<file path="config.mk">
export PLATFORM = sky130hd
export DESIGN_NAME = uart_tx_sched
export DESIGN_NICKNAME = d
export VERILOG_FILES = /design/src/rtl/uart_pkg.sv /design/src/rtl/uart_tx_sched_rr_arb2.sv /design/src/rtl/uart_tx_sched.sv
export SDC_FILE = /design/constraint.sdc
export NUM_CORES = 1
export LEC_CHECK = 0
export CAP_MARGIN = 25
export CORE_ASPECT_RATIO = 2
export CORE_MARGIN = 3
export CORE_UTILIZATION = 45
export CTS_CLUSTER_SIZE = 30
export DETAILED_ROUTE_END_ITERATION = 8
export PLACE_DENSITY = 0.82
export SYNTH_ARGS = -nofsm -noshare
export SYNTH_HDL_FRONTEND = slang
export SYNTH_SLANG_ARGS = --single-unit
</file>
<file path="constraint.sdc">
create_clock -name clk -period 2.2 [get_ports clk]
set_input_delay 0.33 -clock clk [delete_from_list [all_inputs] [get_ports clk]]
set_output_delay 0.33 -clock clk [all_outputs]
set_load 0.005 [all_outputs]
</file>
<file path="src/rtl/uart_pkg.sv">
// Shared types and sizing helpers for the UART transmit scheduler.
// The PARITY state only exists when UART_TX_PARITY_EN is defined.
package uart_pkg;

  localparam int OVERSAMPLE_DEF = 16;
  localparam int DATA_BITS_DEF  = 8;

  function automatic int cnt_w(input int n);
    return (n > 1) ? $clog2(n) : 1;
  endfunction

  localparam int TICK_W_DEF = cnt_w(OVERSAMPLE_DEF);
  localparam int BIT_W_DEF  = cnt_w(DATA_BITS_DEF);

  typedef enum logic [2:0] {
    IDLE,
    START,
    DATA,
`ifdef UART_TX_PARITY_EN
    PARITY,
`endif
    STOP
  } state_t;

endpackage

</file>
<file path="src/rtl/uart_tx_sched_rr_arb2.sv">
// Two-way round-robin arbiter, purely combinational: on contention the
// requester that was not granted last wins.
module rr_arb2 (
  input  logic [1:0] valid_i,
  input  logic       last_i,
  output logic [1:0] gnt_o,
  output logic       idx_o
);

  always_comb begin
    idx_o = 1'b0;
    gnt_o = 2'b00;
    if (valid_i == 2'b11) begin
      idx_o = ~last_i;
    end else begin
      idx_o = valid_i[1];
    end
    if (valid_i != 2'b00) begin
      gnt_o = idx_o ? 2'b10 : 2'b01;
    end
  end

endmodule

</file>
<file path="src/rtl/uart_tx_sched.sv">
// UART TX scheduler: round-robin byte intake from two requesters, framed onto txd
// at one bit per OVERSAMPLE ticks; ready only in IDLE. Parity via UART_TX_PARITY_EN.
module uart_tx_sched
  import uart_pkg::*;
#(
  parameter int DATA_BITS  = DATA_BITS_DEF,
  parameter int OVERSAMPLE = OVERSAMPLE_DEF,
  parameter int STOP_BITS  = 1
) (
  input  logic                 clk,
  input  logic                 rst_n,
  input  logic                 tick,
  input  logic                 req0_valid,
  input  logic [DATA_BITS-1:0] req0_data,
  output logic                 req0_ready,
  input  logic                 req1_valid,
  input  logic [DATA_BITS-1:0] req1_data,
  output logic                 req1_ready,
  output logic                 txd,
  output logic                 busy,
  output logic                 grant_id
);

  localparam int TW = cnt_w(OVERSAMPLE);
  localparam int BW = cnt_w(DATA_BITS);
  localparam logic [TW-1:0] TICK_LAST = TW'(OVERSAMPLE - 1);
  localparam logic [BW-1:0] DATA_LAST = BW'(DATA_BITS - 1);
  localparam logic [BW-1:0] STOP_LAST = BW'(STOP_BITS - 1);

  state_t               state_q;
  logic [TW-1:0]        tick_cnt_q;
  logic [BW-1:0]        bit_cnt_q;
  logic [DATA_BITS-1:0] shift_q;
  logic                 txd_q;
  logic                 busy_q;
  logic                 grant_q;
  logic                 last_q;
  logic                 en_q;
`ifdef UART_TX_PARITY_EN
  logic                 par_q;
`endif

  logic [1:0]           gnt;
  logic                 gnt_idx;
  logic                 rdy_en;
  logic                 accept;
  logic [DATA_BITS-1:0] acc_dat;
  logic [DATA_BITS-1:0] shift_nx;

  rr_arb2 u_arb (
    .valid_i ({req1_valid, req0_valid}),
    .last_i  (last_q),
    .gnt_o   (gnt),
    .idx_o   (gnt_idx)
  );

  // en_q keeps ready low while reset is asserted and for its release cycle.
  assign rdy_en     = en_q && (state_q == IDLE);
  assign req0_ready = rdy_en & gnt[0];
  assign req1_ready = rdy_en & gnt[1];
  assign accept     = req0_ready | req1_ready;
  assign acc_dat    = gnt_idx ? req1_data : req0_data;
  assign shift_nx   = shift_q >> 1;

  assign txd      = txd_q;
  assign busy     = busy_q;
  assign grant_id = grant_q;

  always_ff @(posedge clk or negedge rst_n) begin
    if (!rst_n) begin
      state_q    <= IDLE;
      tick_cnt_q <= '0;
      bit_cnt_q  <= '0;
      shift_q    <= '0;
      txd_q      <= 1'b1;
      busy_q     <= 1'b0;
      grant_q    <= 1'b0;
      last_q     <= 1'b1;
      en_q       <= 1'b0;
`ifdef UART_TX_PARITY_EN
      par_q      <= 1'b0;
`endif
    end else begin
      en_q <= 1'b1;
      if (state_q == IDLE) begin
        if (accept) begin
          shift_q    <= acc_dat;
          grant_q    <= gnt_idx;
          last_q     <= gnt_idx;
          tick_cnt_q <= '0;
          bit_cnt_q  <= '0;
          txd_q      <= 1'b0;
          busy_q     <= 1'b1;
          state_q    <= START;
`ifdef UART_TX_PARITY_EN
          par_q      <= ^acc_dat;
`endif
        end
      end else if (tick) begin
        if (tick_cnt_q != TICK_LAST) begin
          tick_cnt_q <= tick_cnt_q + 1'b1;
        end else begin
          // Bit boundary: txd takes the value of the next bit.
          tick_cnt_q <= '0;
          case (state_q)
            START: begin
              state_q <= DATA;
              txd_q   <= shift_q[0];
            end
            DATA: begin
              shift_q <= shift_nx;
              if (bit_cnt_q == DATA_LAST) begin
                bit_cnt_q <= '0;
`ifdef UART_TX_PARITY_EN
                state_q   <= PARITY;
                txd_q     <= par_q;
`else
                state_q   <= STOP;
                txd_q     <= 1'b1;
`endif
              end else begin
                bit_cnt_q <= bit_cnt_q + 1'b1;
                txd_q     <= shift_nx[0];
              end
            end
`ifdef UART_TX_PARITY_EN
            PARITY: begin
              state_q <= STOP;
              txd_q   <= 1'b1;
            end
`endif
            STOP: begin
              if (bit_cnt_q == STOP_LAST) begin
                state_q <= IDLE;
                busy_q  <= 1'b0;
              end else begin
                bit_cnt_q <= bit_cnt_q + 1'b1;
              end
            end
            default: begin
              state_q <= IDLE;
              txd_q   <= 1'b1;
              busy_q  <= 1'b0;
            end
          endcase
        end
      end
    end
  end

endmodule

</file>
==> results.md, run 1 <==
* Placed insts at 201
* DRT Pass-1 Iters at 4
* Critical Path Max Stage Delay at 0.53 ns
* Tightest Hold Check Type: primary input to asynchronous set/reset pin
* Die Ht at 83.6 µm
* CTS tree: yes
* Overall routing resource usage at 18.7%
* Die area at 3740 µm²
* Post-CTS Setup Repair Bufs at 0
* Period minus WS final at 2.14 ns
* Area Overhead vs Synth at 28.5%
* Worst-case clock skew at 0.00272 ns
* CP bufs+invs at 2
* Maximum clock rate at 468 MHz
* Initial antenna violation count at 0
* DRC at 0
* Final hold violation count at 0
* Hpwl dp at 2540 µm
* Register area at 553 µm²
* Setup violations, final at 0
* Share of cells above drive strength 1 at 14.2%
* Comb power frac at 50.9%
* Leakage at 0.800 nW
* Worst setup margin at 0.0616 ns
* Cell family with most CP delay: buffers and inverters
* Clock latency on the worst-skew pair at 0.26 ns
* Unique cell type count in the Yosys netlist at 43
* Area contributors post-synth: dfrtp_1 37%, ha_1 8.3%, nand2_1 6.1%, a21o_1 5.5%, a311oi_1 4.5%
* Sw Ratio at 40.4%
* Number of synthesized register bits at 22
* Multi-input gate area at 758 µm²
* Pwr dens at 1230 nW/µm²
* Diodes inserted at 0
* CP Depth at 5
* Cts bufs inserted at 3
* CP Capture Type: output pin
* Htree depth at 1
* Core Area at 2800 µm²
* Vias in the first global route at 1311
* I/O Pins at 26
* Worst-path clk slew at 0.08 ns
* Drt wl/cell at 15.8 µm
* Pin count of the biggest net entering global routing at 18
* CTS max path bufs at 2
* Met3 WL post-DR at 111 µm
* Place WS at 0.177 ns
* WL met2 at 1920 µm
* Setup CP Type: flop to output pin
* Vias per Instance at 5.97
* Hold buffers post-CTS at 0
* Initial core utilization at 48.3%
* Syn Area/Cell at 9.34 µm²
* Sequential Power Share at 35.4%
* Seq/Total Area, Yosys at 40.9%
* Final GP Congestion at 0.852
* # port buffers at 25
* Number of synthesized flops with an enable pin at 0
* Mapped Cells at 145
* Synth warnings at 0
* Data arrival, critical path at 1.81 ns
* Cell area after layout at 1740 µm²
* Util after Layout at 62.0%
* Overflow left after global routing at 0
* Final Cycle Share at 97.2%
* Status: finished clean
* Nets at 207
* Cell taking the most area after synthesis: dfrtp_1
* Final slew viol count at 0
* Syn Std Cell Area at 1350 µm²
* Fraction of registers with async set/reset at 100%
* Crit-path slowest cell: clkdlybuf4s50_1
* P_int at 1.28 mW
* Die W at 44.8 µm
* Fillers at 257
* Worst setup SP type: flop
* R2R depth at 7
* Share of the synthesized area in the top cell type at 37.0%
* Site Rows at 27
* Syn_nets at 175
* Routed length on met1 at 1160 µm
* Total of max-cap violations at 0
* CP max FO at 7
* Top FF cell, synth: dfrtp_1
* Top Metal Used: met4
* Finished Layout Cells at 205
* Drt initial violations at 22
* Psw at 0.868 mW
* First-pass GRT wire length at 5400 µm
* Post-CTS Resized at 2
* CTS root buffer: clkbuf_8
* VDD IR max at 0.000639 V
* Placed Area at 1670 µm²
* WP data required at 1.87 ns
* Clock network power share at 13.7%
* DR vias at 1224
* Routed wire length at 3230 µm
* DRT antenna net count at 0
* Clock sinks at 22
* CP Cell Sequence: inv_2 > ha_4 > nand3_1 > a21oi_2 > clkdlybuf4s50_1
-- registers in the layout (all words and copies together), names as in the netlist --
register,count
bit_cnt_q,3
busy,1
en_q,1
grant_id,1
last_q,1
shift_q,8
state_q,2
tick_cnt_q,4
txd,1
-- power groups by stage --
| stage | Sequential (mW) | Combinational [mW] | Clock [mW] |
|---|---|---|---|
| floorplan | 0.716 | 0.733 | 0 |
| global placement | 0.745 | 1.01 | 0 |
| detailed placement | 0.760 | 1.04 | 0 |
| CTS | 0.752 | 1.09 | 0.304 |
| global route | 0.781 | 1.22 | 0.309 |
| finish | 0.761 | 1.09 | 0.294 |
-- worst reg2reg max path: stages, from the launching register on --
cell and delay, ns:
dfrtp_1 0.45, inv_2 0.12, ha_4 0.18, buf_4 0.18
o211a_2 0.23, nor2_1 0.09, nor3_1 0.19, mux2_1 0.34
-- cell usage after synthesis, types with 2 or more instances --
cell	instances
a31oi_1	2
a311oi_1	7
o21ai_0	6
inv_1	7
nor3_1	2
o21ai_1	8
nand2_1	22
a21o_1	10
mux2_1	2
nand3_1	3
ha_1	9
nor2_1	9
a21oi_1	3
dfrtp_1	20
a211o_1	2
buf_2	5
dfstp_2	2
-- metal layers --
metal	vias up	GRT usage, %
met1	599	17.2
met4	0	11.2
met3	4	3.24
met2	30	34.7
li1	591	-
met5	-	0
-- path summary, 6_finish.rpt --
check                               endpoint  slack [ns]  startpoint
worst max-delay path              req1_ready        0.06  state_q[0]
worst min-delay path                    en_q        0.35       rst_n
worst max register to register           txd        0.37  state_q[0]
worst min register to register    shift_q[5]        0.49  shift_q[5]
max in group asynchronous       bit_cnt_q[0]        1.31       rst_n
min in group clk                  shift_q[5]        0.49  shift_q[5]
-- placed cells by master, fill, tap and decap left out, drive strengths merged, types with 2 or more instances in the layout --
cell and count:
a211o 2, a21o 10, a21oi 3, a311oi 7, a31oi 2, buf 8, clkbuf 4, clkdlybuf4s50 25
dfrtp 20, dfstp 2, ha 9, inv 7, mux2 3, nand2 22, nand3 3, nor2 9
nor3 2, o21ai 15
-- cell type report --
| type | instances | area share [%] |
|---|---|---|
| Clock buffer | 4 | 3.17 |
| Inverter | 7 | 1.51 |
| Multi-Input combinational cell | 110 | 43.6 |
| Sequential cell | 22 | 31.8 |
| Tap cell | 29 | 2.09 |
| Timing Repair Buffer | 33 | 17.8 |
-- stage by stage --
| stage | power, mW | hold WS (ns) | setup TNS (ns) |
|---|---|---|---|
| floorplan | 1.45 | 0.0344 | 0 |
| global placement | 1.75 | 0.460 | 0 |
| finish | 2.15 | 0.351 | 0 |
| CTS | 2.15 | 0.362 | 0 |
| detailed placement | 1.80 | 0.471 | 0 |
| global route | 2.31 | 0.388 | -0.00553 |
-- kinds of logic after synthesis --
logic type	count (synthesis)	synth area share, %
AO/OA/AOI/OAI	51	27.8
adder cells (fa/ha/maj)	9	8.32
buffers and inverters	13	4.34
flip-flops	22	40.9
multiplexers	4	3.23
other	1	0.277
AND/OR/NAND/NOR	45	15.2
Note: power is estimated with default switching activity, not from simulation.
==> run 2: changes to the inputs <==
- CORE_UTILIZATION: 45 -> 50
==> run 2 against run 1 <==
Final cell count unchanged. Sequential power down 1%. Highest routed layer unchanged. Design area up 0.29%. Register-to-register slack worse by 0.03 ns. First-iteration DRC count up 50%. Global-route usage up 1.3 points. Clock skew about the same. Critical path type unchanged. Count of clock-buffer cells in the layout unchanged. Largest cell class unchanged. Non-clock buffer count up 1.
==> results.md, run 2 (same netlist as run 1, synthesis figures left out) <==
* Die Ht at 79.6 µm
* Status: finished clean
* Critical Path Max Stage Delay at 0.45 ns
* Data arrival, critical path at 1.55 ns
* R2r setup slk at 0.34 ns
* Final Cycle Share at 85.4%
* Final slew viol count at 0
* CP bufs+invs at 2
* Vias in the first global route at 1265
* Setup violations, final at 0
* CTS root buffer: clkbuf_8
* Hold buffers post-CTS at 0
* CP Cell Sequence: inv_2 > ha_4 > nand3_1 > a21oi_1 > dlygate4sd2_1
* Pin count of the biggest net entering global routing at 23
* Commonest non-fill, non-tap cell in the layout: clkdlybuf4s50_1
* Worst-case clock skew at 0.00300 ns
* P_int at 1.29 mW
* RSZ-0062 raised after global routing: no
* Setup CP Type: flop to output pin
* Tightest Hold Check Type: primary input to asynchronous set/reset pin
* Core Area at 2570 µm²
* Share of cells above drive strength 1 at 14.7%
* Overflow left after global routing at 0
* CP Capture Type: output pin
* Overall routing resource usage at 20.1%
* Nets at 208
* Maximum clock rate at 532 MHz
* DRT antenna net count at 0
* WP data required at 1.87 ns
* Clock latency on the worst-skew pair at 0.26 ns
* DRT Pass-1 Iters at 4
* Htree depth at 1
* CTS max path bufs at 2
* # port buffers at 25
* Drt wl/cell at 15.5 µm
* Leakage at 0.826 nW
* DR vias at 1222
* Final hold violation count at 0
* I/O Pins at 26
* Fin Setup TNS at 0 ns
* Placed insts at 200
* Finished Layout Cells at 205
* Diodes inserted at 0
* Area Overhead vs Synth at 28.8%
* Clock network power share at 13.6%
* Initial core utilization at 52.7%
* CP max FO at 8
* Sw Ratio at 39.9%
* Comb power frac at 51.3%
* Crit-path slowest cell: dfrtp_2
* Biggest regs: shift_q x8, tick_cnt_q x4, bit_cnt_q x3
* Psw at 0.856 mW
* Total of max-cap violations at 0
* DRC at 0
* Vias per Instance at 5.96
* Period minus WS final at 1.88 ns
* Total power draw at 2.14 mW
* Cell area after layout at 1740 µm²
* Pwr dens at 1230 nW/µm²
* Initial antenna violation count at 0
* Most frequent cells in the layout: 23 x clkdlybuf4s50_1, 22 x nand2_1, 19 x dfrtp_1
* First-pass GRT wire length at 5320 µm
* Drt initial violations at 33
* Die area at 3410 µm²
* Routed wire length at 3170 µm
* Placed Area at 1670 µm²
* VDD IR max at 0.000731 V
* Clock sinks at 22
* Worst setup SP type: flop
* Cts bufs inserted at 3
* CTS tree: yes
* Max reg flops at 8
* Die W at 42.8 µm
* Hpwl dp at 2430 µm
* Final GP Congestion at 0.750
* Biggest register: shift_q
* Sequential Power Share at 35.1%
* Site Rows at 26
* Cell family with most CP delay: flip-flops
* Worst-path clk slew at 0.08 ns
run 2: cell types whose count changed in the layout (fill, tap and decap cells not counted), sizes merged:
cell	change
clkdlybuf4s50	-2
dlygate4sd2	+1
buf	+1
dlymetal6s2s	+1
run 2: power by group through the flow:
stage               logic, mW  registers, mW  clock network [mW]
floorplan               0.733          0.716                   0
global placement        0.998          0.739                   0
detailed placement       1.04          0.753                   0
CTS                      1.08          0.745               0.296
global route             1.24          0.773               0.313
finish                   1.10          0.753               0.291
run 2: path summary, 6_finish.rpt:
kind                       startpoint      endpoint  depth (start not counted)
max                        state_q[0]    req1_ready                          5
min                             rst_n  bit_cnt_q[1]                          2
max in group asynchronous       rst_n           txd                          2
min in group clk           shift_q[3]    shift_q[3]                          1
max reg2reg                state_q[0]    shift_q[3]                          8
min reg2reg                shift_q[3]    shift_q[3]                          1
run 2: metrics by stage:
step	hold WS [ns]	setup WS, ns	utilization (%)
floorplan	0.0344	0.411	-
global placement	0.461	0.239	64.8
detailed placement	0.467	0.140	64.8
CTS	0.409	0.0275	67.4
global route	0.439	0.210	67.9
finish	0.408	0.322	67.9
run 2: repair_timing:
action / 4_1_cts / 5_1_grt
endpoints found under the setup margin: 2 / 1
resized for setup: 3 / 4
setup buffers: 0 / 1
run 2: layout make-up:
| class | instances | area, µm² |
|---|---|---|
| tap | 28 | 35.0 |
| fill | 200 | 826 |
| sequential | 22 | 554 |
| timing repair buffer | 34 | 319 |
| inverter | 7 | 26.3 |
| multi-input combinational | 110 | 754 |
| clock buffer | 4 | 55.1 |
run 2: metal layers:
layer | vias to the layer above | global-route usage, % | routed length, µm | share of wire, %
met2 | 36 | 39.9 | 1790 | 56
met5 | - | 0 | 0 | 0
met1 | 585 | 18.7 | 1190 | 38
li1 | 593 | - | - | -
met4 | 0 | 10.6 | 82 | 2.6
met3 | 8 | 1.81 | 112 | 3.5
run 2: worst reg2reg max path, cell delays in order (launching register included):
cell and delay [ns]:
dfrtp_2 0.45, inv_2 0.09, ha_4 0.19, buf_4 0.18, o211a_2 0.24, o21ai_2 0.07
buf_4 0.18, a311oi_1 0.31, a21o_1 0.12
==> run 3: changes to the inputs <==
- ABC_AREA: not set -> 1
- CAP_MARGIN: 25 -> 30
==> run 3 against run 2 <==
Non-clock buffer count decreased by 4. Sequential power decreased by 6.9%. Power increased by 6.8%. Register-to-register slack improved by 0.02 ns. Synthesized area increased by 5.0%. Clock power increased by 29%. Combinational power increased by 10%. First-iteration DRC count decreased by 27%. Critical endpoint unchanged. Largest power group unchanged. Highest routed layer unchanged.
==> results.md, run 3 <==
* Status: finished clean
* Finished Layout Cells at 259
* DR vias at 1328
* Tightest Hold Check Type: primary input to asynchronous set/reset pin
* Leakage at 0.953 nW
* Syn Std Cell Area at 1420 µm²
* Worst-case clock skew at 0.00970 ns
* Clock sinks at 22
* Most frequent cells in the layout: 76 x nand2_1, 24 x clkdlybuf4s50_1, 23 x inv_1
* Syn_nets at 230
* Cell family with most CP delay: buffers and inverters
* Overflow left after global routing at 0
* Syn Area/Cell at 7.11 µm²
* Die area at 3560 µm²
* Vias in the first global route at 1333
* CTS root buffer: clkbuf_8
* Area Overhead vs Synth at 27.9%
* Area contributors post-synth: dfrtp_1 35%, nand2_1 20%, ha_1 7.9%, inv_1 6.6%, nand3_1 4.9%
* Critical Path Max Stage Delay at 0.55 ns
* VDD IR max at 0.000653 V
* # port buffers at 25
* Biggest regs: shift_q x8, tick_cnt_q x4, bit_cnt_q x3
* Share of cells above drive strength 1 at 12.1%
* Final slew viol count at 0
* Fin Setup TNS at 0 ns
* Die Ht at 81.4 µm
* Initial antenna violation count at 0
* Max reg flops at 8
* Mapped Cells at 200
* CP Cell Sequence: inv_2 > ha_4 > nand2_2 > nor2_1 > clkdlybuf4s50_1
* Top FF cell, synth: dfrtp_1
* Hpwl dp at 2410 µm
* Vias per Instance at 5.13
* Crit-path slowest cell: clkdlybuf4s50_1
* R2R depth at 9
* Number of synthesized register bits at 22
* Unique cell type count in the Yosys netlist at 25
* CP Depth at 5
* Drt wl/cell at 11.9 µm
* Cell taking the most area after synthesis: dfrtp_1
* CP Capture Type: output pin
* Biggest register: shift_q
* Clock latency on the worst-skew pair at 0.27 ns
* Maximum clock rate at 491 MHz
* First-pass GRT wire length at 5530 µm
* Die W at 43.7 µm
* Nets at 262
* Setup CP Type: flop to output pin
* Site Rows at 26
* Commonest non-fill, non-tap cell in the layout: nand2_1
* Synth top cells by count: 76 x nand2_1, 25 x inv_1, 20 x dfrtp_1, 14 x nand3_1, 14 x nor2_1
* Period minus WS final at 2.04 ns
* I/O Pins at 26
* Pin count of the biggest net entering global routing at 23
* Routed wire length at 3080 µm
* Htree depth at 1
* RSZ-0062 raised after global routing: no
* Final GP Congestion at 0.842
* Worst-path clk slew at 0.08 ns
* CTS tree: yes
* Initial core utilization at 53.9%
* Most common cell in the synthesized netlist: nand2_1
* Overall routing resource usage at 20.4%
* Diodes inserted at 0
* DRT Pass-1 Iters at 4
* Setup violations, final at 0
* Placed insts at 254
* CTS max path bufs at 2
* Final Cycle Share at 92.6%
* Core Area at 2640 µm²
* Data arrival, critical path at 1.71 ns
* Seq/Total Area, Yosys at 38.9%
* Worst setup SP type: flop
* Number of synthesized flops with an enable pin at 0
* Share of the synthesized area in the top cell type at 35.2%
* Fraction of registers with async set/reset at 100%
* Synth warnings at 0
* DRC at 0
* Cts bufs inserted at 3
* Pwr dens at 1260 nW/µm²
* Drt initial violations at 24
* Final hold violation count at 0
* DRT antenna net count at 0
* WP data required at 1.87 ns
* Total of max-cap violations at 0
* CP max FO at 4
* CP bufs+invs at 2
run 3: kinds of logic after synthesis:
| kind of cell | after synthesis | share of synthesized area, % |
|---|---|---|
| buffers and inverters | 31 | 8.54 |
| xor gates and xnor gates | 1 | 0.616 |
| other | 1 | 0.264 |
| AOI/OAI and AO/OA | 24 | 10.6 |
| DFF | 22 | 38.9 |
| adders and majority gates | 9 | 7.92 |
| and+or+nand+nor | 112 | 33.2 |
run 3: final timing paths:
| check | from | endpoint | slack, ns |
|---|---|---|---|
| min in group clk | grant_id | grant_id | 0.48 |
| min | rst_n | state_q[1] | 0.41 |
| max reg2reg | state_q[0] | shift_q[7] | 0.36 |
| max in group asynchronous | rst_n | last_q | 1.52 |
| min reg2reg | grant_id | grant_id | 0.48 |
| max | state_q[0] | req1_ready | 0.16 |
run 3: metal layers:
| layer | GRT usage [%] | vias to the layer above | routed length [µm] |
|---|---|---|---|
| met5 | 0 | - | 0 |
| met4 | 7.25 | 0 | 43 |
| met3 | 2.66 | 5 | 88 |
| met2 | 40.1 | 23 | 1790 |
| met1 | 20.7 | 626 | 1150 |
| li1 | - | 674 | - |
run 3: final cells by class:
type | instances | area, µm²
clock buffer | 3 | 41.3
timing repair buffer | 30 | 290
sequential | 22 | 553
inverter | 28 | 105
fill | 225 | 817
multi-input combinational | 147 | 763
clock inverter | 1 | 30.0
tap | 28 | 35.0
run 3: where the power goes:
| group | total, mW | internal [mW] | switching (mW) |
|---|---|---|---|
| Clock | 0.376 | 0.243 | 0.133 |
| Combinational | 1.21 | 0.485 | 0.728 |
| Sequential | 0.701 | 0.577 | 0.123 |
run 3: through the flow:
step / hold WS, ns / total power [mW] / area (µm²) / util, % / setup slack [ns]
global route: 0.434 / 2.50 / 1820 / 69.0 / 0.0707
detailed placement: 0.469 / 1.87 / 1720 / 65.3 / 0.222
CTS: 0.419 / 2.29 / 1800 / 68.5 / 0.0398
finish: 0.408 / 2.29 / 1820 / 69.0 / 0.163
global placement: 0.463 / 1.84 / 1720 / 65.3 / 0.262
floorplan: 0.0344 / 1.52 / 1420 / - / 0.740
run 3: what timing repair did:
action | CTS | global route
setup endpoints to repair | 1 | 1
pin swaps | 0 | 0
resized for setup | 4 | 2
setup buffers | 0 | 1
hold buffers | 0 | 0
run 3: worst reg2reg max path, delay by kind of cell, from the launching register on:
| kind | cells | cell delay (ns) |
|---|---|---|
| flip-flops | 1 | 0.41 |
| AND/OR/NAND/NOR | 4 | 0.56 |
| buffers and inverters | 3 | 0.51 |
| AO/OA/AOI/OAI | 1 | 0.07 |
| adder cells (fa/ha/maj) | 1 | 0.17 |
